[src/rtl/fwd_sel_unit.sv]
// Forwarding/hazard control for the ID->EX boundary: tracks in-flight writers,
// registers EX operand-mux selects and inserts a single bubble on load-use.
module fwd_sel_unit #(
    parameter int REGW      = 5,
    parameter int NREG_ZERO = 0
) (
    input  logic            clk,
    input  logic            rst_n,
    input  logic            id_valid,
    input  logic [REGW-1:0] id_rs,
    input  logic [REGW-1:0] id_rt,
    input  logic            id_use_rs,
    input  logic            id_use_rt,
    input  logic [REGW-1:0] id_rd,
    input  logic            id_we,
    input  logic            id_is_load,
    input  logic            flush,
    input  logic            hold,
    output logic [1:0]      ex_fwd_a,
    output logic [1:0]      ex_fwd_b,
    output logic            stall_id,
    output logic            bubble_ex
);

    localparam logic [REGW-1:0] ZERO_IDX  = REGW'(NREG_ZERO);
    localparam logic [0:0]      ST_RUN    = 1'b0;
    localparam logic [0:0]      ST_LSTALL = 1'b1;

    typedef struct packed {
        logic            valid;
        logic [REGW-1:0] rd;
        logic            we;
        logic            is_load;
    } slot_t;

    slot_t      ex_slot, mem_slot, wb_slot;
    logic [0:0] state;

    logic       load_use;
    logic       issue;
    logic [1:0] sel_a, sel_b;

    function automatic logic hit(input slot_t s, input logic [REGW-1:0] src,
                                 input logic use_f);
        return s.valid & s.we & (s.rd == src) & (src != ZERO_IDX) & use_f;
    endfunction

    // Nearest producer wins: EX beats MEM beats WB.
    function automatic logic [1:0] pick(input logic he, input logic hm,
                                        input logic hw);
        if (he)      return 2'd1;
        else if (hm) return 2'd2;
        else if (hw) return 2'd3;
        else         return 2'd0;
    endfunction

    always_comb begin
        load_use = id_valid & ~flush & ex_slot.valid & ex_slot.is_load &
                   (hit(ex_slot, id_rs, id_use_rs) | hit(ex_slot, id_rt, id_use_rt));
        stall_id = (state == ST_RUN) & load_use;
        issue    = id_valid & ~flush & ~stall_id;
        sel_a    = pick(hit(ex_slot,  id_rs, id_use_rs),
                        hit(mem_slot, id_rs, id_use_rs),
                        hit(wb_slot,  id_rs, id_use_rs));
        sel_b    = pick(hit(ex_slot,  id_rt, id_use_rt),
                        hit(mem_slot, id_rt, id_use_rt),
                        hit(wb_slot,  id_rt, id_use_rt));
    end

    always_ff @(posedge clk or negedge rst_n) begin
        if (!rst_n) begin
            ex_slot   <= '0;
            mem_slot  <= '0;
            wb_slot   <= '0;
            ex_fwd_a  <= 2'd0;
            ex_fwd_b  <= 2'd0;
            bubble_ex <= 1'b0;
            state     <= ST_RUN;
        end else if (!hold) begin
            wb_slot  <= mem_slot;
            mem_slot <= ex_slot;
            if (issue) begin
                ex_slot  <= '{valid: 1'b1, rd: id_rd, we: id_we, is_load: id_is_load};
                ex_fwd_a <= sel_a;
                ex_fwd_b <= sel_b;
            end else begin
                ex_slot  <= '0;
                ex_fwd_a <= 2'd0;
                ex_fwd_b <= 2'd0;
            end
            bubble_ex <= stall_id | flush;
            // flush already masks stall_id, so a flushed hazard stays in RUN.
            state     <= stall_id ? ST_LSTALL : ST_RUN;
        end
    end

endmodule

[config.mk]
export PLATFORM = sky130hd
export DESIGN_NAME = fwd_sel_unit
export DESIGN_NICKNAME = d
export VERILOG_FILES = /design/src/rtl/fwd_sel_unit.sv
export SDC_FILE = /design/constraint.sdc
export NUM_CORES = 1
export LEC_CHECK = 0
export ABC_AREA = 1
export CORE_AREA = 8 8 70 72
export DETAILED_ROUTE_END_ITERATION = 8
export DIE_AREA = 0 0 78 80
export MAX_ROUTING_LAYER = met4
export PLACE_DENSITY = 0.73
export SYNTH_ARGS = -nofsm -noshare
export SYNTH_HDL_FRONTEND = slang
export SYNTH_SLANG_ARGS = --single-unit
[constraint.sdc]
create_clock -name clk -period 1.8 [get_ports clk]
set_input_delay 0.36 -clock clk [delete_from_list [all_inputs] [get_ports clk]]
set_output_delay 0.36 -clock clk [all_outputs]
set_load 0.05 [all_outputs]
# Word level (Yosys, flattened, before mapping)
# Cells that the tools add are included.
# totals
regBits,28
input_bits,24
output_inout_bits,6
# classes
eq_ne,6
n_mux,10
bitwise,32
n_reduce_logical,2
# ops
cell,n
5-bit == test,6
1-bit AND,27
2-bit two-way mux,8
5-bit nonzero test,2
8-bit two-way mux,1
1-bit NOT,3
1-bit OR,2
1-bit two-way mux,1

# Logic depth before layout (Yosys ltp)
# depth
depth_word,10
mapped_depth,11
ltp_nobuf,11

# Worst setup path before layout
# No wires, ideal clock.
# synth_timing
path_kind,flip-flop to output port
start,reg ex_slot[6] in the netlist's numbering
end,out stall_id
arrival_ps,1421
setup_slack_ps,19
stages_incl_launch_ff,11
path_buffers,1
path_cell_list,dfrtp_1 > inv_1 > nand2_1 > nand2_1 > nand2_1 > nor2_2 > nand2_2 > nand2_2 > nand2_4 > buf_8 > inv_1
# synth_between
elab_chain_len,7
elab_cells_between_ends,11
# synth_rtl
item,line_no,text
from (decl),36,"slot_t ex_slot, mem_slot, wb_slot;"
from (signal assigned),83,"ex_slot <= '{valid: 1'b1, rd: id_rd, we: id_we, is_load: id_is_load};"
5-bit == test,45,return s.valid & s.we & (s.rd == src) & (src != ZERO_IDX) & use_f;
1-bit AND (3 in a row),45,
1-bit OR (*),59,"(hit(ex_slot, id_rs, id_use_rs) | hit(ex_slot, id_rt, id_use_rt));"
1-bit AND (*),58,load_use = id_valid & ~flush & ex_slot.valid & ex_slot.is_load &
1-bit AND (*),60,stall_id = (state == ST_RUN) & load_use;
to (decl),21,"output logic stall_id,"
# Every way passes the cells marked *; elsewhere a longest branch is shown, timed or not.

# Worst setup path in the final report
# layout_timing
start,reg ex_slot[4] in the netlist's numbering
end,out stall_id
# The elaborated chain is that of the path after synthesis.

==> results by group <==
Outcome
  • Status: finished, violations left
  • Failing checks: setup timing

Synthesis
  • Synthesized area: 1820 um^2
  • Warnings from Yosys: 0
  • Sequential fraction of the synthesis area: 0.384
  • Syn Nets: 294
  • #FFs+latches synth: 28
  • Synth Instances: 270
  • Avg Cell Area, Syn: 6.76 um^2
  • Yosys cell types: 22

Clock tree
  • CTS root buffer: clkbuf_8
  • TritonCTS Buffers: 3
  • Reg clk slew, reported paths: 0.10 ns
  • Sink Count: 28
  • Clock tree buffer depth: 2
  • CTS H-tree depth: 1
  • CTS tree: built
  • CTS Hold Bufs: 0
  • Later-pin clock latency in the skew report: about 0.27 ns

STA
  • Period utilisation layout: 1.01
  • Clock Skew: 0.00544 ns
  • Final setup fails: 1
  • Worst slew pin tran: 0.352 ns
  • Max Slew Vio Count: 0
  • Hold Vio Cnt, Final: 0
  • Unrepaired setup endpoints after global routing: true
  • Final WS setup: -0.0152 ns
  • Slew Limit Headroom: 0.765
  • Fmax: 551 MHz
  • Min Clock Period, post-route: 1.82 ns

Routing
  • First-pass DRT Iterations: 4
  • Routed vias/inst: 4.71
  • Initial DRC count: 106
  • ANT nets after route: 0
  • DRC viols: 0
  • Via count of the routed design: 1,798
  • Wirelength, routed: 4.51 mm
  • Routed len/inst: 11.8 um

Floorplanning
  • Rows: 23
  • Die width: 78 um
  • Die height: 80 um
  • Initial core utilization: 0.473
  • Core Region: 3860 um^2
  • Die area: 6240 um^2
  • I/O pins: 30

Worst setup path
  • Crit start category: register
  • CP Class: reg2out
  • Endpoint class of the critical path: output port
  • Crit path required time: 1.44 ns
  • Max FO, Critical Path: 3
  • Arr. time, crit path: 1.46 ns

Hold path
  • Hold WC Path Type: in2async

Placed design
  • PortBufs: 29
  • Final Wtd Congestion: 0.908
  • Post-Place Cells: 371
  • Final HPWL DP: between 3 and 4 mm

Global routing
  • Vias in the first global route: 1,783
  • GRT Util Overall: 0.155
  • First-pass GRT wire length: 7.73 mm
  • Antenna violations before repair: 0
  • GRT overflow: 0
  • Largest net degree at the start of global routing: 29

Cells and area
  • Fillers: around 350
  • Fin nets: 357
  • Post-Layout Cell Count: 382
  • Area growth from synthesis to layout: 34.5%
  • # diodes: 0
  • Share of post-route cells with drive strength above 1: 0.238

Flow run
  • MaxCap Viol Count: 0

Power and ir drop
  • Pwr per Cell Area: between 500 and 600 nW/um^2
  • Peak VDD IR: 0.269 mV
  • Leakage: 1.29 nW
  • Final total power: 1.42 mW
[through the flow]
stage	hold slack, ns	setup TNS [ns]	util	worst slack (ns)	area [um^2]
final	0.452	-0.0152	0.636	-0.0152	2450
after global routing	0.480	-0.137	0.636	-0.137	2450
after CTS	0.463	-0.0156	0.627	-0.0156	2420
after detailed placement	0.464	-2.90	0.608	-0.265	2340
after global placement	0.465	-2.54	0.608	-0.246	2340
after floorplan	0.0644	0	-	0.0185	1820
[cell usage in the layout, fill, tap and decap left out, drive strengths merged]
cell,n
a21oi,3
buf,41
nor4,1
nand4,1
o21ai,23
nand3,17
inv,38
dfrtp,28
a21boi,1
or2,1
nor2,29
clkbuf,4
dlygate4sd2,12
nand2,115
xnor2,7
clkdlybuf4s50,11
[worst max-delay path: stages, from the launching register on]
cell,delay [ns]
dfrtp_1,0.43
inv_2,0.09
nand2_2,0.06
nand2_2,0.06
nand2_1,0.06
nor2_2,0.11
nand2_2,0.06
nand2_2,0.09
nand2_4,0.06
inv_4,0.05
buf_12,0.12
[what timing repair did]
| item | CTS | global route |
|---|---|---|
| buffers inserted | 3 | 4 |
| endpoints found under the setup margin | 1 | 1 |
| pin swaps | 9 | 6 |
| resized for setup | 20 | 4 |
[path summary, 6_finish.rpt]
path / startpoint / end / slack [ns] / cells after the start
max in group asynchronous: rst_n / mem_slot[1] / 1.09 / 2
min reg2reg: wb_slot[7] / wb_slot[7] / 0.49 / 2
max reg2reg: ex_slot[4] / ex_slot[4] / 0.23 / 12
min in group clk: wb_slot[7] / wb_slot[7] / 0.49 / 2
min: rst_n / ex_slot[0] / 0.45 / 2
max: ex_slot[4] / stall_id / -0.02 / 10
[synthesized netlist by cell type, drive strengths merged]
library cell,n,area [um^2]
a21boi,1,7.51
a21oi,3,26.3
buf,3,30.0
clkbuf,3,11.3
dfrtp,28,701
inv,38,143
nand2,115,457
nand3,17,125
nand4,1,6.26
nor2,29,114
nor4,1,6.26
o21ai,23,130
or2,1,6.26
xnor2,7,61.3
[area by class of cell]
class	count	area (um^2)	area share
inverters	38	145	0.0592
repair buffers	64	536	0.218
multi-input cells	198	955	0.389
clock buffers	4	55.1	0.0224
well taps	50	62.6	0.0255
flip-flops and latches	28	701	0.286
[logic make-up (layout without fill, tap and decap cells)]
group / after synthesis / count (layout) / synth area share
AOI/OAI and AO/OA: 27 / 27 / 0.0899
xor gates and xnor gates: 7 / 7 / 0.0336
buffers and inverters: 44 / 106 / 0.101
DFF: 28 / 28 / 0.384
and+or+nand+nor: 164 / 164 / 0.392
[registers in the layout, summed over array words and instances, names as in the netlist]
register,count
bubble_ex,1
ex_fwd_a,2
ex_fwd_b,2
ex_slot,8
mem_slot,7
state,1
wb_slot,7
[routing by layer]
| layer | share of wire | track usage |
|---|---|---|
| met5 | 0 | - |
| met4 | 0.0064 | 0.0444 |
| met3 | 0.038 | 0.0225 |
| met2 | 0.47 | 0.252 |
| met1 | 0.48 | 0.195 |
[power breakdown]
group | switching (mW) | total, mW | internal (mW)
Clock | 0.199 | 0.394 | 0.196
Combinational | 0.170 | 0.318 | 0.147
Sequential | 0.0394 | 0.709 | 0.669
Total | 0.408 | 1.42 | 1.01
Power figures use the tool's default switching activity.
